--- config.mk ---
export PLATFORM = sky130hd
export DESIGN_NAME = cpu_trace_monitor
export DESIGN_NICKNAME = d
export VERILOG_FILES = /design/src/rtl/cpu_trace_pkg.sv /design/src/rtl/trace_fifo_mw.sv /design/src/rtl/cpu_trace_monitor.sv
export SDC_FILE = /design/constraint.sdc
export NUM_CORES = 2
export LEC_CHECK = 0
export ABC_AREA = 0
export CAP_MARGIN = 20
export CORE_MARGIN = 8
export CORE_UTILIZATION = 47
export CTS_BUF_LIST = sky130_fd_sc_hd__clkbuf_4
export CTS_CLUSTER_DIAMETER = 150
export DETAILED_ROUTE_END_ITERATION = 10
export PLACE_DENSITY = 0.64
export SLEW_MARGIN = 30
export SYNTH_ARGS = -nofsm -noshare
export SYNTH_HDL_FRONTEND = slang
export SYNTH_SLANG_ARGS = --single-unit
--- constraint.sdc ---
create_clock -name clk_i -period 15.54 [get_ports clk_i]
set_clock_uncertainty 0.15 [all_clocks]
set_input_delay 3.108 -clock clk_i [delete_from_list [all_inputs] [get_ports clk_i]]
set_output_delay 3.108 -clock clk_i [all_outputs]
set_load 0.005 [all_outputs]
--- src/rtl/cpu_trace_pkg.sv ---
// Shared definitions for the CPU trace monitor: channel indices, drop-counter
// width and entry-layout helpers.
package cpu_trace_pkg;

  localparam int CH_RF  = 0;
  localparam int CH_DM  = 1;
  localparam int DROP_W = 16;

  // Channel-index field is never narrower than one bit, even for a single channel.
  function automatic int calc_ch_w(input int ch);
    return (ch > 1) ? $clog2(ch) : 1;
  endfunction

  // Entry layout is {cycle, ch, addr, data}, MSB to LSB.
  function automatic int calc_entry_w(input int cyc_w, input int ch_w,
                                      input int addr_w, input int data_w);
    return cyc_w + ch_w + addr_w + data_w;
  endfunction

endpackage

--- src/rtl/trace_fifo_mw.sv ---
// Multi-write, single-read trace FIFO. Up to CH entries are written per clock
// at consecutive slots; the caller supplies the count and guarantees it fits.
// Pointers carry one extra wrap bit so level = wr_ptr - rd_ptr directly.
module trace_fifo_mw #(
  parameter int EW    = 57,
  parameter int CH    = 2,
  parameter int DEPTH = 16,
  parameter int CNT_W = 2
) (
  input  logic                       clk_i,
  input  logic                       rst_i,
  input  logic [CNT_W-1:0]           wr_cnt_i,
  input  logic [CH*EW-1:0]           wr_data_i,
  input  logic                       rd_en_i,
  output logic                       rd_valid_o,
  output logic [EW-1:0]              rd_data_o,
  output logic [$clog2(DEPTH):0]     level_o,
  output logic [$clog2(DEPTH):0]     space_o
);

  localparam int AW = $clog2(DEPTH);

  logic [AW:0]   wr_ptr_q, wr_ptr_d;
  logic [AW:0]   rd_ptr_q, rd_ptr_d;
  logic [EW-1:0] mem_q [DEPTH];
  logic          pop;

  // Occupancy, free space and pointer advance from the registered pointers.
  always_comb begin
    level_o    = wr_ptr_q - rd_ptr_q;
    space_o    = (AW+1)'(DEPTH) - level_o;
    rd_valid_o = (level_o != '0);
    pop        = rd_en_i && rd_valid_o;
    wr_ptr_d   = wr_ptr_q + (AW+1)'(wr_cnt_i);
    rd_ptr_d   = rd_ptr_q + (AW+1)'(pop);
  end

  // Show-ahead head entry.
  assign rd_data_o = mem_q[rd_ptr_q[AW-1:0]];

  // Pointer registers, cleared asynchronously.
  always_ff @(posedge clk_i or negedge rst_i) begin
    if (!rst_i) begin
      wr_ptr_q <= '0;
      rd_ptr_q <= '0;
    end else begin
      wr_ptr_q <= wr_ptr_d;
      rd_ptr_q <= rd_ptr_d;
    end
  end

  // Entry storage is not reset; slot k of the write bundle lands at wr_ptr+k.
  always_ff @(posedge clk_i) begin
    for (int k = 0; k < CH; k++) begin
      if (k < int'(wr_cnt_i)) begin
        mem_q[wr_ptr_q[AW-1:0] + AW'(k)] <= wr_data_i[k*EW +: EW];
      end
    end
  end

endmodule

--- src/rtl/cpu_trace_monitor.sv ---
// Writeback/store trace monitor. Timestamps strobed channel events, pushes them
// all-or-nothing into trace_fifo_mw, counts drops and raises a sticky done flag
// on run length or idle timeout.
// Build option: define TRACE_R0_FILTER_EN to discard channel-0 writes to
// address 0 (register $zero) before they are counted.
module cpu_trace_monitor
  import cpu_trace_pkg::*;
#(
  parameter int DATA_W     = 32,
  parameter int ADDR_W     = 8,
  parameter int CH         = 2,
  parameter int DEPTH      = 16,
  parameter int CYC_W      = 16,
  parameter int MAX_CYCLES = 100,
  parameter int IDLE_LIMIT = 8
) (
  input  logic                                              clk_i,
  input  logic                                              rst_i,
  input  logic [CH-1:0]                                     ev_we_i,
  input  logic [CH*ADDR_W-1:0]                              ev_addr_i,
  input  logic [CH*DATA_W-1:0]                              ev_data_i,
  input  logic                                              rd_en_i,
  output logic                                              rd_valid_o,
  output logic [CYC_W+calc_ch_w(CH)+ADDR_W+DATA_W-1:0]      rd_data_o,
  output logic [$clog2(DEPTH):0]                            level_o,
  output logic [DROP_W-1:0]                                 drop_cnt_o,
  output logic [CYC_W-1:0]                                  cycle_o,
  output logic                                              done_o
);

  localparam int CH_W    = calc_ch_w(CH);
  localparam int ENTRY_W = calc_entry_w(CYC_W, CH_W, ADDR_W, DATA_W);
  localparam int LVL_W   = $clog2(DEPTH) + 1;
  localparam int CNT_W   = $clog2(CH + 1);

  logic [CYC_W-1:0]     cycle_q, cycle_d;
  logic [CYC_W-1:0]     idle_q, idle_d;
  logic [DROP_W-1:0]    drop_q, drop_d;
  logic                 done_q, done_d;

  logic [CH-1:0]        ev_valid;
  logic [CNT_W-1:0]     ev_cnt;
  logic [CNT_W-1:0]     wr_cnt;
  logic [CH*ENTRY_W-1:0] wr_data;
  logic [LVL_W-1:0]     space;
  logic                 accept;
  logic [DROP_W:0]      drop_sum;

  // Qualify strobes: optional $zero filter, and no capture once stopped.
  always_comb begin
    ev_valid = ev_we_i;
`ifdef TRACE_R0_FILTER_EN
    if (ev_addr_i[CH_RF*ADDR_W +: ADDR_W] == '0) ev_valid[CH_RF] = 1'b0;
`endif
    if (done_q) ev_valid = '0;
  end

  // Pack valid events into consecutive slots in ascending channel order.
  always_comb begin
    int slot;
    slot    = 0;
    wr_data = '0;
    for (int k = 0; k < CH; k++) begin
      if (ev_valid[k]) begin
        wr_data[slot*ENTRY_W +: ENTRY_W] = {cycle_q, CH_W'(k),
                                            ev_addr_i[k*ADDR_W +: ADDR_W],
                                            ev_data_i[k*DATA_W +: DATA_W]};
        slot = slot + 1;
      end
    end
    ev_cnt = CNT_W'(slot);
  end

  // Space is judged before this cycle's pop, so a full FIFO drops even when popped.
  always_comb begin
    accept   = (LVL_W'(ev_cnt) <= space);
    wr_cnt   = accept ? ev_cnt : '0;
    drop_sum = {1'b0, drop_q} + (DROP_W+1)'(ev_cnt);
    drop_d   = drop_q;
    if (!accept) drop_d = drop_sum[DROP_W] ? '1 : drop_sum[DROP_W-1:0];
    cycle_d  = (&cycle_q) ? cycle_q : cycle_q + 1'b1;
    if (ev_cnt != '0)   idle_d = '0;
    else if (&idle_q)   idle_d = idle_q;
    else                idle_d = idle_q + 1'b1;
    done_d   = done_q
             || (cycle_q == CYC_W'(MAX_CYCLES - 1))
             || ((ev_cnt == '0) && (idle_q == CYC_W'(IDLE_LIMIT - 1)));
  end

  // Run-control registers, cleared asynchronously.
  always_ff @(posedge clk_i or negedge rst_i) begin
    if (!rst_i) begin
      cycle_q <= '0;
      idle_q  <= '0;
      drop_q  <= '0;
      done_q  <= 1'b0;
    end else begin
      cycle_q <= cycle_d;
      idle_q  <= idle_d;
      drop_q  <= drop_d;
      done_q  <= done_d;
    end
  end

  trace_fifo_mw #(
    .EW    (ENTRY_W),
    .CH    (CH),
    .DEPTH (DEPTH),
    .CNT_W (CNT_W)
  ) u_fifo (
    .clk_i      (clk_i),
    .rst_i      (rst_i),
    .wr_cnt_i   (wr_cnt),
    .wr_data_i  (wr_data),
    .rd_en_i    (rd_en_i),
    .rd_valid_o (rd_valid_o),
    .rd_data_o  (rd_data_o),
    .level_o    (level_o),
    .space_o    (space)
  );

  assign drop_cnt_o = drop_q;
  assign cycle_o    = cycle_q;
  assign done_o     = done_q;

endmodule

==> results.sh <==
export IMPL_p_leak_nw=17.5
export IMPL_period_minus_slack_ps=8000
export IMPL_cp_required_ps=12280
export IMPL_synth_area_um2=49100
export IMPL_overflow=0
export IMPL_pin_count=181
export IMPL_die_w_um=339
export IMPL_grt_pass1_wl_um=203000
export IMPL_final_common_cell="edfxtp_1"
export IMPL_synth_cell_types=52
export IMPL_track_usage=0.235
export IMPL_synth_nets=3149
export IMPL_outcome="finished, final reports clean"
export IMPL_vias=29469
export IMPL_antenna_found_initial=4
export IMPL_gp_congestion=0.773
export IMPL_worst_path_max_fanout=66
export IMPL_synth_edf_count=912
export IMPL_ctsRootBufferMaster="clkbuf_4"
export IMPL_synth_ff_type="edfxtp_1"
export IMPL_crit_slowest_cell="dfrtp_4"
export IMPL_nets=3335
export IMPL_slew_headroom=0.327
export IMPL_drv_cap=0
export IMPL_crit_path_start_kind="flop"
export IMPL_dieHeight_um=339
export IMPL_cts_clk_slew_worst_paths_ps=50
export IMPL_dr_pass1_iters=7
export IMPL_reg2regPathDepth=14
export IMPL_core_area_um2=103000
export IMPL_worst_pin_slew_ps=1010
export IMPL_totalWireLength_um=138000
export IMPL_min_path_type="reg2reg"
export IMPL_ir_drop_uv=137
export IMPL_clockBufferDepth=4
export IMPL_power_density_nw_per_um2=127
export IMPL_cts_made_buffers=283
export IMPL_report_final_slew_viol_count=0
export IMPL_via_per_inst=6.16
export IMPL_grt_max_degree=130
export IMPL_layout_common_cells="edfxtp_1, mux2i_1, clkbuf_4, mux4_2, clkdlybuf4s50_1"
export IMPL_post_route_period_util=0.515
export IMPL_hold_depth=1
export IMPL_ys_async_sr_fraction=0.0608
export IMPL_start_util=0.474
export IMPL_syn_to_final_growth_pct=12.9
export IMPL_holdBufCountCts=0
export IMPL_drc_errors=0
export IMPL_rsz0062_at_grt="no"
export IMPL_yosysSeqAreaShare=0.588
export IMPL_ant_nets=0
export IMPL_cts_setup_buffers=0
export IMPL_crit_chain="buf_16 > buf_12 > buf_16 > mux4_2 > mux4_2 > clkdlybuf4s50_1"
export IMPL_finalSetupTns_ps=0
export IMPL_cts_tree="yes"
export IMPL_post_cts_resized=0
export IMPL_crit_arrival_ps=4740
export IMPL_yosysWarnings=0
export IMPL_hpwl_um=75400
export IMPL_rows=118
export IMPL_htree_levels=5
export IMPL_fmax_ghz=0.125
export IMPL_slowest_delay_ps=750
export IMPL_wire_per_inst_um=28.8
export IMPL_synth_seq_cells=971
export IMPL_syn_avg_cell_area_um2=16.1
export IMPL_hold_viol=0
export IMPL_synthCells=3042
export IMPL_finalSetupViolCount=0
export IMPL_clk_latency_ps=1130
export IMPL_first_iter_violations=2711
export IMPL_dieArea_um2=115000
export IMPL_grt_pass1_vias=31632
export IMPL_drive_gt1_frac=0.263
export IMPL_cts_sinks=971
export IMPL_worstSetupPathType="reg2out"
export IMPL_critPathCaptureType="primary output"
export IMPL_numPortBuffers=180
export IMPL_final_util=0.535
-- cells in the mapped netlist (7+ instances only) --
master	n	area, um^2
a31oi_1	7	43.8
o21ai_0	18	90.1
and3_1	15	93.8
mux4_2	285	6420
buf_4	33	248
ha_1	19	238
nor2_1	38	143
nand4_1	11	68.8
nand2b_1	15	93.8
a22oi_1	33	248
xor2_1	9	78.8
nor2b_1	10	62.6
nand3_1	23	115
clkbuf_1	232	871
mux2i_1	900	9010
nor3_1	16	80.1
edfxtp_1	912	27400
xnor2_1	18	158
nand2_1	117	439
buf_1	27	101
nor4b_1	11	96.3
a21oi_1	9	45.0
dfrtp_1	59	1480
or2_2	53	332
inv_1	26	97.6
mux2_2	10	113
buf_2	68	340
nor4_1	22	138
-- path summary, 6_finish.rpt --
check	slack, ps	start	end
max in group asynchronous	12590	rst_i	u_fifo.rd_ptr_q[0]
min in group asynchronous	2010	rst_i	drop_cnt_o[7]
setup reg to reg	9420	u_fifo.rd_ptr_q[1]	u_fifo.mem_q[15][33]
hold reg to reg	340	u_fifo.wr_ptr_q[4]	u_fifo.wr_ptr_q[4]
setup / recovery	7540	u_fifo.rd_ptr_q[0]	rd_data_o[54]
hold / removal	340	u_fifo.wr_ptr_q[4]	u_fifo.wr_ptr_q[4]
-- stage by stage --
stage                     total power (W)  cell area [um^2]  std cells  hold slack [ps]  setup WS, ps
after global routing              0.00736             55400       4783              365          7170
after floorplan                   0.00407             49100       3042              312          3520
after global placement            0.00481             51800       4317              327          7010
after detailed placement          0.00482             51900       4320              332          6970
final                             0.00705             55400       4784              339          7540
after CTS                         0.00713             55300       4779              342          7300
-- power breakdown --
group	internal, W	switching, W	total, W
sequential	0.00284	0.0000938	0.00294
clock	0.00125	0.00106	0.00230
combinational	0.000979	0.000830	0.00181
-- worst max-delay path, delay by kind of cell (launching register included) --
kind                   cells  cell delay [ps]
buffers and inverters      4             1660
DFF                        1              750
muxes                      2             1140
-- sequential cells by signal, indices dropped and copies added (netlist names) --
name	count
done_o	1
u_fifo.wr_ptr_q	5
drop_cnt_o	16
cycle_o	16
idle_q	16
u_fifo.mem_q	912
u_fifo.rd_ptr_q	5
-- logic make-up after synthesis --
kind of cell,count (synthesis),synth area share
multiplexers,1196,0.317
AND/OR/NAND/NOR,341,0.0353
flip-flops,971,0.588
buffers and inverters,387,0.0339
adder cells (fa/ha/maj),22,0.00607
AO/OA/AOI/OAI,98,0.0144
XOR/XNOR,27,0.00482
-- layout make-up --
cell class	instances	area [um^2]
Antenna cell	2	5.00
Tap cell	1380	1730
Clock inverter	49	264
Timing Repair Buffer	261	2560
Sequential cell	971	28900
Multi-Input combinational cell	1684	18800
Fill cell	8411	48100
Clock buffer	410	3080
Inverter	27	104
-- metal layers --
layer,up-vias,GRT usage,part of all wire
met4,0,0.0717,0.022
met3,216,0.0534,0.080
met5,-,0,0
met2,1360,0.388,0.49
met1,15397,0.310,0.41
li1,12496,-,-
Note: power is estimated with default switching activity, not from simulation.
